[src/rtl/screen_flow_ctl.sv]
// Screen sequencer: MENU/PLAY/END state, button enables, game-start pulse, click lockout.
// Latency: a press or game flag in cycle N changes screen, enables and game_start in cycle N+1.
// No backpressure: press pulses are acted on only when armed and owned by the screen, never queued.
module screen_flow_ctl #(
    parameter int         LOCKOUT_CYCLES = 6_500_000,
    parameter logic [1:0] SCR_MENU       = 2'd0,
    parameter logic [1:0] SCR_PLAY       = 2'd1,
    parameter logic [1:0] SCR_END        = 2'd2
) (
    input  logic       clk,
    input  logic       rst,
    input  logic       mouse_left,
    input  logic       start_pressed,
    input  logic       restart_pressed,
    input  logic       menu_pressed,
    input  logic       game_won,
    input  logic       game_lost,
    output logic [1:0] screen,
    output logic       start_enable,
    output logic       restart_enable,
    output logic       menu_enable,
    output logic       game_enable,
    output logic       game_start,
    output logic       result_win
);

    localparam int                LOCK_W    = $clog2(LOCKOUT_CYCLES + 1);
    localparam logic [LOCK_W-1:0] LOCK_INIT = LOCK_W'(LOCKOUT_CYCLES - 1);

    typedef enum logic [1:0] {
        ST_MENU = SCR_MENU,
        ST_PLAY = SCR_PLAY,
        ST_END  = SCR_END
    } state_t;

    state_t            r_state;
    state_t            w_state_nxt;
    logic              w_change;
    logic [LOCK_W-1:0] r_lock_cnt;
    logic              r_armed;
    logic              r_start_en;
    logic              r_game_en;
    logic              r_end_en;
    logic              r_game_start;
    logic              r_result_win;

    // State register; the screen output mirrors it directly.
    always_ff @(posedge clk) begin
        if (rst) begin
            r_state <= ST_MENU;
        end else begin
            r_state <= w_state_nxt;
        end
    end

    // Next-state: presses count only when armed, game flags only in PLAY.
    always_comb begin
        w_state_nxt = r_state;
        case (r_state)
            ST_MENU: begin
                if (start_pressed && r_armed) begin
                    w_state_nxt = ST_PLAY;
                end
            end
            ST_PLAY: begin
                if (game_won || game_lost) begin
                    w_state_nxt = ST_END;
                end
            end
            ST_END: begin
                if (restart_pressed && r_armed) begin
                    w_state_nxt = ST_PLAY;
                end else if (menu_pressed && r_armed) begin
                    w_state_nxt = ST_MENU;
                end
            end
            default: begin
                // Unused code 2'd3 falls back to the menu.
                w_state_nxt = ST_MENU;
            end
        endcase
    end

    assign w_change = (w_state_nxt != r_state);

    // Lockout: reload on every screen change, count down to 0, then arm once the mouse is up.
    always_ff @(posedge clk) begin
        if (rst || w_change) begin
            r_lock_cnt <= LOCK_INIT;
            r_armed    <= 1'b0;
        end else begin
            if (r_lock_cnt != '0) begin
                r_lock_cnt <= r_lock_cnt - LOCK_W'(1);
            end
            if ((r_lock_cnt == '0) && !mouse_left) begin
                r_armed <= 1'b1;
            end
        end
    end

    // Button enables trail armed by a cycle and drop together with the screen change.
    always_ff @(posedge clk) begin
        if (rst || w_change) begin
            r_start_en <= 1'b0;
            r_game_en  <= 1'b0;
            r_end_en   <= 1'b0;
        end else begin
            r_start_en <= r_armed && (r_state == ST_MENU);
            r_game_en  <= r_armed && (r_state == ST_PLAY);
            r_end_en   <= r_armed && (r_state == ST_END);
        end
    end

    // game_start pulses on entry to PLAY; result_win latches only on leaving PLAY.
    always_ff @(posedge clk) begin
        if (rst) begin
            r_game_start <= 1'b0;
            r_result_win <= 1'b0;
        end else begin
            r_game_start <= w_change && (w_state_nxt == ST_PLAY);
            if (w_change && (r_state == ST_PLAY)) begin
                r_result_win <= game_won;
            end
        end
    end

    assign screen         = r_state;
    assign start_enable   = r_start_en;
    assign game_enable    = r_game_en;
    assign restart_enable = r_end_en;
    assign menu_enable    = r_end_en;
    assign game_start     = r_game_start;
    assign result_win     = r_result_win;

endmodule

[config.mk]
export PLATFORM = sky130hd
export DESIGN_NAME = screen_flow_ctl
export DESIGN_NICKNAME = d
export VERILOG_FILES = /design/src/rtl/screen_flow_ctl.sv
export SDC_FILE = /design/constraint.sdc
export NUM_CORES = 1
export LEC_CHECK = 0
export ABC_CLOCK_PERIOD_IN_PS = 6120
export BUFFER_PORTS_ARGS = -buffer_cell sky130_fd_sc_hd__buf_2
export CORE_AREA = 2 2 74 76
export CTS_BUF_LIST = sky130_fd_sc_hd__clkbuf_8 sky130_fd_sc_hd__clkbuf_16
export DETAILED_ROUTE_END_ITERATION = 8
export DIE_AREA = 0 0 76 78
export PLACE_DENSITY_LB_ADDON = 0.15
export SLEW_MARGIN = 30
export SYNTH_ARGS = -nofsm -noshare
export SYNTH_HDL_FRONTEND = slang
export SYNTH_SLANG_ARGS = --single-unit
[constraint.sdc]
create_clock -name clk -period 6.12 [get_ports clk]
set_input_delay 0.918 -clock clk [delete_from_list [all_inputs] [get_ports clk]]
set_output_delay 0.918 -clock clk [all_outputs]
set_load 0.03 [all_outputs]
==> results of run 1 <==
flip-flops by register name, indices dropped and copies added (netlist names):
name / count
game_enable: 1
game_start: 1
menu_enable: 1
r_armed: 1
r_lock_cnt: 23
result_win: 1
screen: 2
start_enable: 1
cells by family after synthesis:
group,count (synthesis),share of synthesized area [%]
mux,2,1.41
xor+xnor,6,3.48
flops,31,41.1
simple gates,80,30.5
compound gates,38,18.2
fa+ha+maj,2,1.66
buf+inv,11,3.72
path summary, 6_finish.rpt:
check                           slack [ns]             end  cells after the start            from
worst max-delay path                  3.69  r_lock_cnt[15]                      6        game_won
worst min-delay path                  0.50  r_lock_cnt[19]                      2  r_lock_cnt[19]
worst max register to register        3.76  r_lock_cnt[16]                      5  r_lock_cnt[18]
worst min register to register        0.50  r_lock_cnt[19]                      2  r_lock_cnt[19]
cell usage after synthesis, drive strengths merged:
master / count
nand4: 4
nor2: 15
o311ai: 1
and3: 4
nand2: 10
inv: 4
nor3: 7
xor2: 5
o31a: 2
o31ai: 6
nor4: 5
o211ai: 4
dfxtp: 31
nor3b: 1
nor2b: 3
clkbuf: 4
mux2i: 1
a2111o: 1
xnor2: 1
a22oi: 1
and2: 2
o21ai: 10
mux2: 1
nand3: 5
or3b: 1
or3: 8
o21a: 4
or4: 10
buf: 3
ha: 2
a2bb2oi: 1
or2: 4
a21oi: 8
and4: 1
per-layer routing:
metal	share of wire [%]	GRT usage (%)	vias to the layer above
met5	0	0	-
met4	2.3	6.55	0
met3	3.8	3.49	8
met2	46	19.5	21
met1	48	15.0	619
li1	-	-	664
power groups by stage:
stage                     clock network (W)  registers [W]   logic (W)
final                              0.000155       0.000205   0.0000139
after global routing               0.000171       0.000205   0.0000159
after CTS                          0.000162       0.000205   0.0000140
after detailed placement                  0       0.000210   0.0000140
after global placement                    0       0.000210   0.0000130
after floorplan                           0       0.000209  0.00000827
layout make-up:
| class | count | area (sq um) | share of cell area (%) |
|---|---|---|---|
| multi-input cells | 128 | 846 | 48.9 |
| clock inverters | 3 | 15.0 | 0.869 |
| inverters | 4 | 15.0 | 0.869 |
| flip-flops and latches | 31 | 621 | 35.9 |
| well taps | 70 | 87.6 | 5.07 |
| clock buffers | 5 | 68.8 | 3.98 |
| repair buffers | 15 | 75.1 | 4.34 |
stage by stage:
| stage | hold slack, ns | setup WS, ns |
|---|---|---|
| floorplan | 0.456 | 3.63 |
| global placement | 0.475 | 3.39 |
| detailed placement | 0.490 | 3.42 |
| CTS | 0.501 | 3.70 |
| global route | 0.531 | 3.56 |
| finish | 0.496 | 3.69 |
worst max-delay path: cells and delay by family:
kind            cells  cell delay (ns)
simple gates        3             1.24
compound gates      2             0.39
buf+inv             1             0.11
==> impl_metrics.env, run 1 <==
export IMPL_power_leakage_nw=0.591
export IMPL_synth_top_cell_by_area="dfxtp_1"
export IMPL_grt_pass1_wl_um=5860
export IMPL_pwr_share_clk_pct=41.4
export IMPL_grt_util_all_layers_pct=12.2
export IMPL_grt_pass1_vias=1323
export IMPL_path_cells="buf_2 -> o21ai_0 -> a2bb2oi_1 -> or3b_2 -> or4_1 -> nand2_1"
export IMPL_switchingPower_w=0.0000876
export IMPL_syn2layout_area_growth_pct=14.3
export IMPL_status="finished, final reports clean"
export IMPL_ys_ff_latch=31
export IMPL_drtIter0Drc=39
export IMPL_syn_area_sq_um=1510
export IMPL_clkSinkCount=31
export IMPL_syn_inst=170
export IMPL_seq_area_frac_synth_pct=41.1
export IMPL_routed_wl_um=3310
export IMPL_synth_nets=180
export IMPL_critPathKind="input pin to register"
export IMPL_nets=195
export IMPL_io_buffers=15
export IMPL_drt_pass1_iterations=4
export IMPL_die_w_um=76
export IMPL_cts_htree_levels=2
export IMPL_gp_congestion=0.791
export IMPL_root_buffer="clkbuf_8"
export IMPL_crit_fanout=9
export IMPL_synth_warnings=0
export IMPL_synth_area_per_cell_sq_um=8.89
export IMPL_synth_area_top_cells="dfxtp_1 (41%), or4_1 (5.0%), nor2_1 (3.5%), o31ai_1 (3.0%), or3_1 (2.9%)"
export IMPL_postCtsSetupRepairBufs=0
export IMPL_clk_pin_slew_worst_paths_ns=0.07
export IMPL_cp_arrival_ns=2.66
export IMPL_max_stage_delay_ns=0.61
export IMPL_ioPinCount=16
export IMPL_postLayoutCoreUtil_pct=34.3
export IMPL_num_rows=26
export IMPL_intPower_w=0.000287
export IMPL_die_h_um=78
export IMPL_cts_tree="yes"
export IMPL_synth_distinct_cells=43
export IMPL_fin_setup_tns_ns=0
export IMPL_crit_required_ns=6.35
export IMPL_drive_gt1_share_pct=18.8
export IMPL_clock_path_buffers=2
export IMPL_p_seq_share_pct=54.9
export IMPL_placed_area_sq_um=1640
export IMPL_max_slew_margin_pct=47.8
export IMPL_die_area_sq_um=5930
export IMPL_wl_per_cell_um=12.9
export IMPL_power_density_nw_per_um2=217
export IMPL_routed_via_count=1312
export IMPL_crit_path_start_kind="input pin"
export IMPL_postRouteAntennaNets=0
export IMPL_numCtsBuffers=5
export IMPL_coreArea_sq_um=5040
export IMPL_tightestPinTransition_ns=0.782
export IMPL_mostFrequentLayoutCells="dfxtp_1 (31), buf_2 (15), nor2_1 (14), nand2_1 (10), or4_1 (10)"
export IMPL_antenna_found_initial=0
export IMPL_grt_max_degree=21
export IMPL_drc=0
export IMPL_switching_share_pct=23.4
export IMPL_total_power_w=0.000374
export IMPL_cts_hold_buf=0
export IMPL_fin_area_sq_um=1730
export IMPL_peakVddDrop_v=0.000114
export IMPL_hold_viol_final=0
export IMPL_place_inst=248
export IMPL_fmaxAchievable_mhz=412
export IMPL_stdcell_count=256
export IMPL_overflow=0
export IMPL_dp_hpwl_um=2320
export IMPL_rsz0062_at_grt="false"
export IMPL_setup_viol=0
export IMPL_cts_resized=0
export IMPL_hold_class="register to register"
export IMPL_final_max_slew_viol_count=0
export IMPL_synth_top_area_share_pct=41.1
export IMPL_end_kind="register"
export IMPL_antenna_cells=0
export IMPL_initial_core_util_pct=30.0
export IMPL_cap_viol_max_count=0
export IMPL_power_frac_comb_pct=3.7
export IMPL_skew_ns=0.00597
export IMPL_fin_crit_sh_pct=39.7
export IMPL_mostFrequentLayoutCell="dfxtp_1"
export IMPL_via_per_inst=5.13
export IMPL_nFillCells=552
export IMPL_min_period_ns=2.43
export IMPL_cpMaxStageDelayCell="or3b_2"
export IMPL_clk_latency_ns=0.28
No activity file was read; power rests on OpenSTA's default activity.
==> run 2: changes to the inputs <==
--- a/config.mk
+++ b/config.mk
@@ -5,7 +5,7 @@
 export SDC_FILE = /design/constraint.sdc
 export NUM_CORES = 1
 export LEC_CHECK = 0
-export ABC_CLOCK_PERIOD_IN_PS = 6120
+export ABC_CLOCK_PERIOD_IN_PS = 2360
 export BUFFER_PORTS_ARGS = -buffer_cell sky130_fd_sc_hd__buf_2
 export CORE_AREA = 2 2 74 76
 export CTS_BUF_LIST = sky130_fd_sc_hd__clkbuf_8 sky130_fd_sc_hd__clkbuf_16
==> constraint.sdc (replaced) <==
create_clock -name clk -period 2.36 [get_ports clk]
set_input_delay 0.354 -clock clk [delete_from_list [all_inputs] [get_ports clk]]
set_output_delay 0.354 -clock clk [all_outputs]
set_load 0.03 [all_outputs]
==> run 2 against run 1 <==
Net effect:
- largest cell class unchanged
- critical path type is now register to register
- utilization is 0.72 points higher
- hold slack worse by 0.18 ns
- worst setup slack worse by 3.5 ns
- sequential power grew to 2.6 times the previous value
- register-to-register slack worse by 3.6 ns
==> impl_metrics.env, run 2 (same netlist as run 1, synthesis figures left out) <==
export IMPL_status="finished, final reports clean"
export IMPL_wl_per_cell_um=12.6
export IMPL_grt_max_degree=19
export IMPL_largest_reg_flops=23
export IMPL_cp_arrival_ns=2.31
export IMPL_r2r_cells=5
export IMPL_cts_htree_levels=2
export IMPL_hold_viol_final=0
export IMPL_fin_crit_sh_pct=91.4
export IMPL_crit_required_ns=2.52
export IMPL_initial_core_util_pct=30.0
export IMPL_drc=0
export IMPL_antenna_found_initial=0
export IMPL_path_cells="or4_1 -> or4_4 -> o311ai_4 -> or4_1 -> nand3_1"
export IMPL_nets=198
export IMPL_r2r_start="r_lock_cnt[18]"
export IMPL_drive_gt1_share_pct=20.1
export IMPL_fin_setup_tns_ns=0
export IMPL_tightestPinTransition_ns=0.499
export IMPL_nFillCells=526
export IMPL_critPathKind="register to register"
export IMPL_cpMaxStageDelayCell="or4_1"
export IMPL_min_period_ns=2.16
export IMPL_cts_hold_buf=0
export IMPL_max_slew_margin_pct=66.5
export IMPL_peakVddDrop_v=0.000224
export IMPL_dp_hpwl_um=2420
export IMPL_io_buffers=15
export IMPL_grt_util_all_layers_pct=12.2
export IMPL_r2r_end="r_lock_cnt[16]"
export IMPL_crit_top_cell="or4_1"
export IMPL_overflow=0
export IMPL_holdPathStages=2
export IMPL_fmaxAchievable_mhz=464
export IMPL_postCtsSetupRepairBufs=0
export IMPL_max_stage_delay_ns=0.55
export IMPL_clk_pin_slew_worst_paths_ns=0.06
export IMPL_root_buffer="clkbuf_8"
export IMPL_die_area_sq_um=5930
export IMPL_clock_path_buffers=2
export IMPL_mostFrequentLayoutCell="dfxtp_1"
export IMPL_skew_ns=0.00244
export IMPL_hold_class="input pin to register"
export IMPL_postRouteAntennaNets=0
export IMPL_hold_start="rst"
export IMPL_final_max_slew_viol_count=0
export IMPL_critical_path_top_delay_family="simple AND/OR/NAND/NOR gates"
export IMPL_cap_viol_max_count=0
export IMPL_syn2layout_area_growth_pct=16.7
export IMPL_crit_fanout=9
export IMPL_min_to="screen[0]"
export IMPL_rrSetupSlack_ns=0.20
export IMPL_cts_tree="yes"
export IMPL_power_leakage_nw=0.613
export IMPL_worst_path_buf_inv=0
export IMPL_setup_viol=0
export IMPL_die_w_um=76
export IMPL_ioPinCount=16
export IMPL_clkSinkCount=31
export IMPL_clk_latency_ns=0.28
export IMPL_routed_wl_um=3270
export IMPL_end_kind="register"
export IMPL_drt_pass1_iterations=4
export IMPL_placed_area_sq_um=1660
export IMPL_num_rows=26
export IMPL_antenna_cells=0
export IMPL_via_per_inst=5.00
export IMPL_routed_via_count=1295
export IMPL_crit_path_start_kind="register"
export IMPL_grt_pass1_wl_um=5810
export IMPL_gp_congestion=0.760
export IMPL_die_h_um=78
export IMPL_grt_pass1_vias=1242
export IMPL_numCtsBuffers=5
export IMPL_power_density_nw_per_um2=579
export IMPL_rsz0062_at_grt="false"
export IMPL_mostFrequentLayoutCells="dfxtp_1 (31), buf_2 (15), nor2_1 (14), nand2_1 (10), or4_1 (9)"
export IMPL_largest_register="r_lock_cnt"
export IMPL_coreArea_sq_um=5040
export IMPL_fin_area_sq_um=1760
export IMPL_drtIter0Drc=44
[run 2: repair_timing]
| action | in CTS | in global routing |
|---|---|---|
| endpoints found under the hold margin | 0 | 0 |
| gates resized for setup | 0 | 1 |
| setup endpoints to repair | 0 | 11 |
[run 2: routing by layer]
layer  global-route usage [%]  share of wire [%]
met5                        0                  0
met4                     4.91                1.2
met3                     3.14                3.0
met2                     19.9                 47
met1                     15.5                 49
[run 2: report_power, final]
| group | leakage [nW] | switching [W] | internal (W) |
|---|---|---|---|
| clock | 0.0557 | 0.000190 | 0.000262 |
| combinational | 0.306 | 0.0000217 | 0.0000159 |
| sequential | 0.251 | 0.00000496 | 0.000528 |
| total | 0.613 | 0.000217 | 0.000805 |
[run 2: cell type report]
cell class / count / area (sq um) / area share (%)
Clock buffer: 7 / 96.3 / 5.46
Clock inverter: 1 / 3.75 / 0.213
Inverter: 4 / 15.0 / 0.851
Multi-Input combinational cell: 128 / 843 / 47.8
Sequential cell: 31 / 621 / 35.2
Tap cell: 70 / 87.6 / 4.96
Timing Repair Buffer: 18 / 97.6 / 5.53
[run 2: how the worst max path moves through the flow]
stage / start / slack, ns / cells past startpoint / endpoint
2_1_floorplan: screen[1] / 0.11 / 6 / r_lock_cnt[15]
3_3_place_gp: r_lock_cnt[18] / 0.13 / 5 / r_lock_cnt[16]
3_5_place_dp: r_lock_cnt[18] / 0.08 / 5 / r_lock_cnt[16]
4_1_cts: r_lock_cnt[18] / 0.05 / 5 / r_lock_cnt[16]
5_1_grt: r_lock_cnt[18] / 0.11 / 5 / r_lock_cnt[16]
6_report: r_lock_cnt[18] / 0.20 / 5 / r_lock_cnt[16]
[run 2: through the flow]
step | setup WS, ns | hold slack, ns | total power [W] | utilization [%] | cells
6_report | 0.203 | 0.318 | 0.00102 | 35.0 | 259
5_1_grt | 0.109 | 0.329 | 0.00107 | 35.0 | 259
4_1_cts | 0.0490 | 0.309 | 0.00104 | 34.9 | 259
3_5_place_dp | 0.0782 | 0.488 | 0.000582 | 32.9 | 251
3_3_place_gp | 0.135 | 0.481 | 0.000581 | 32.9 | 251
2_1_floorplan | 0.112 | 0.423 | 0.000564 | - | 170
[run 2: worst reg2reg max path, cell delays in order, from the launching register on]
cell      delay [ns]
dfxtp_1         0.34
or4_1           0.55
or4_4           0.53
o311ai_4        0.39
or4_1           0.16
nand3_1         0.07
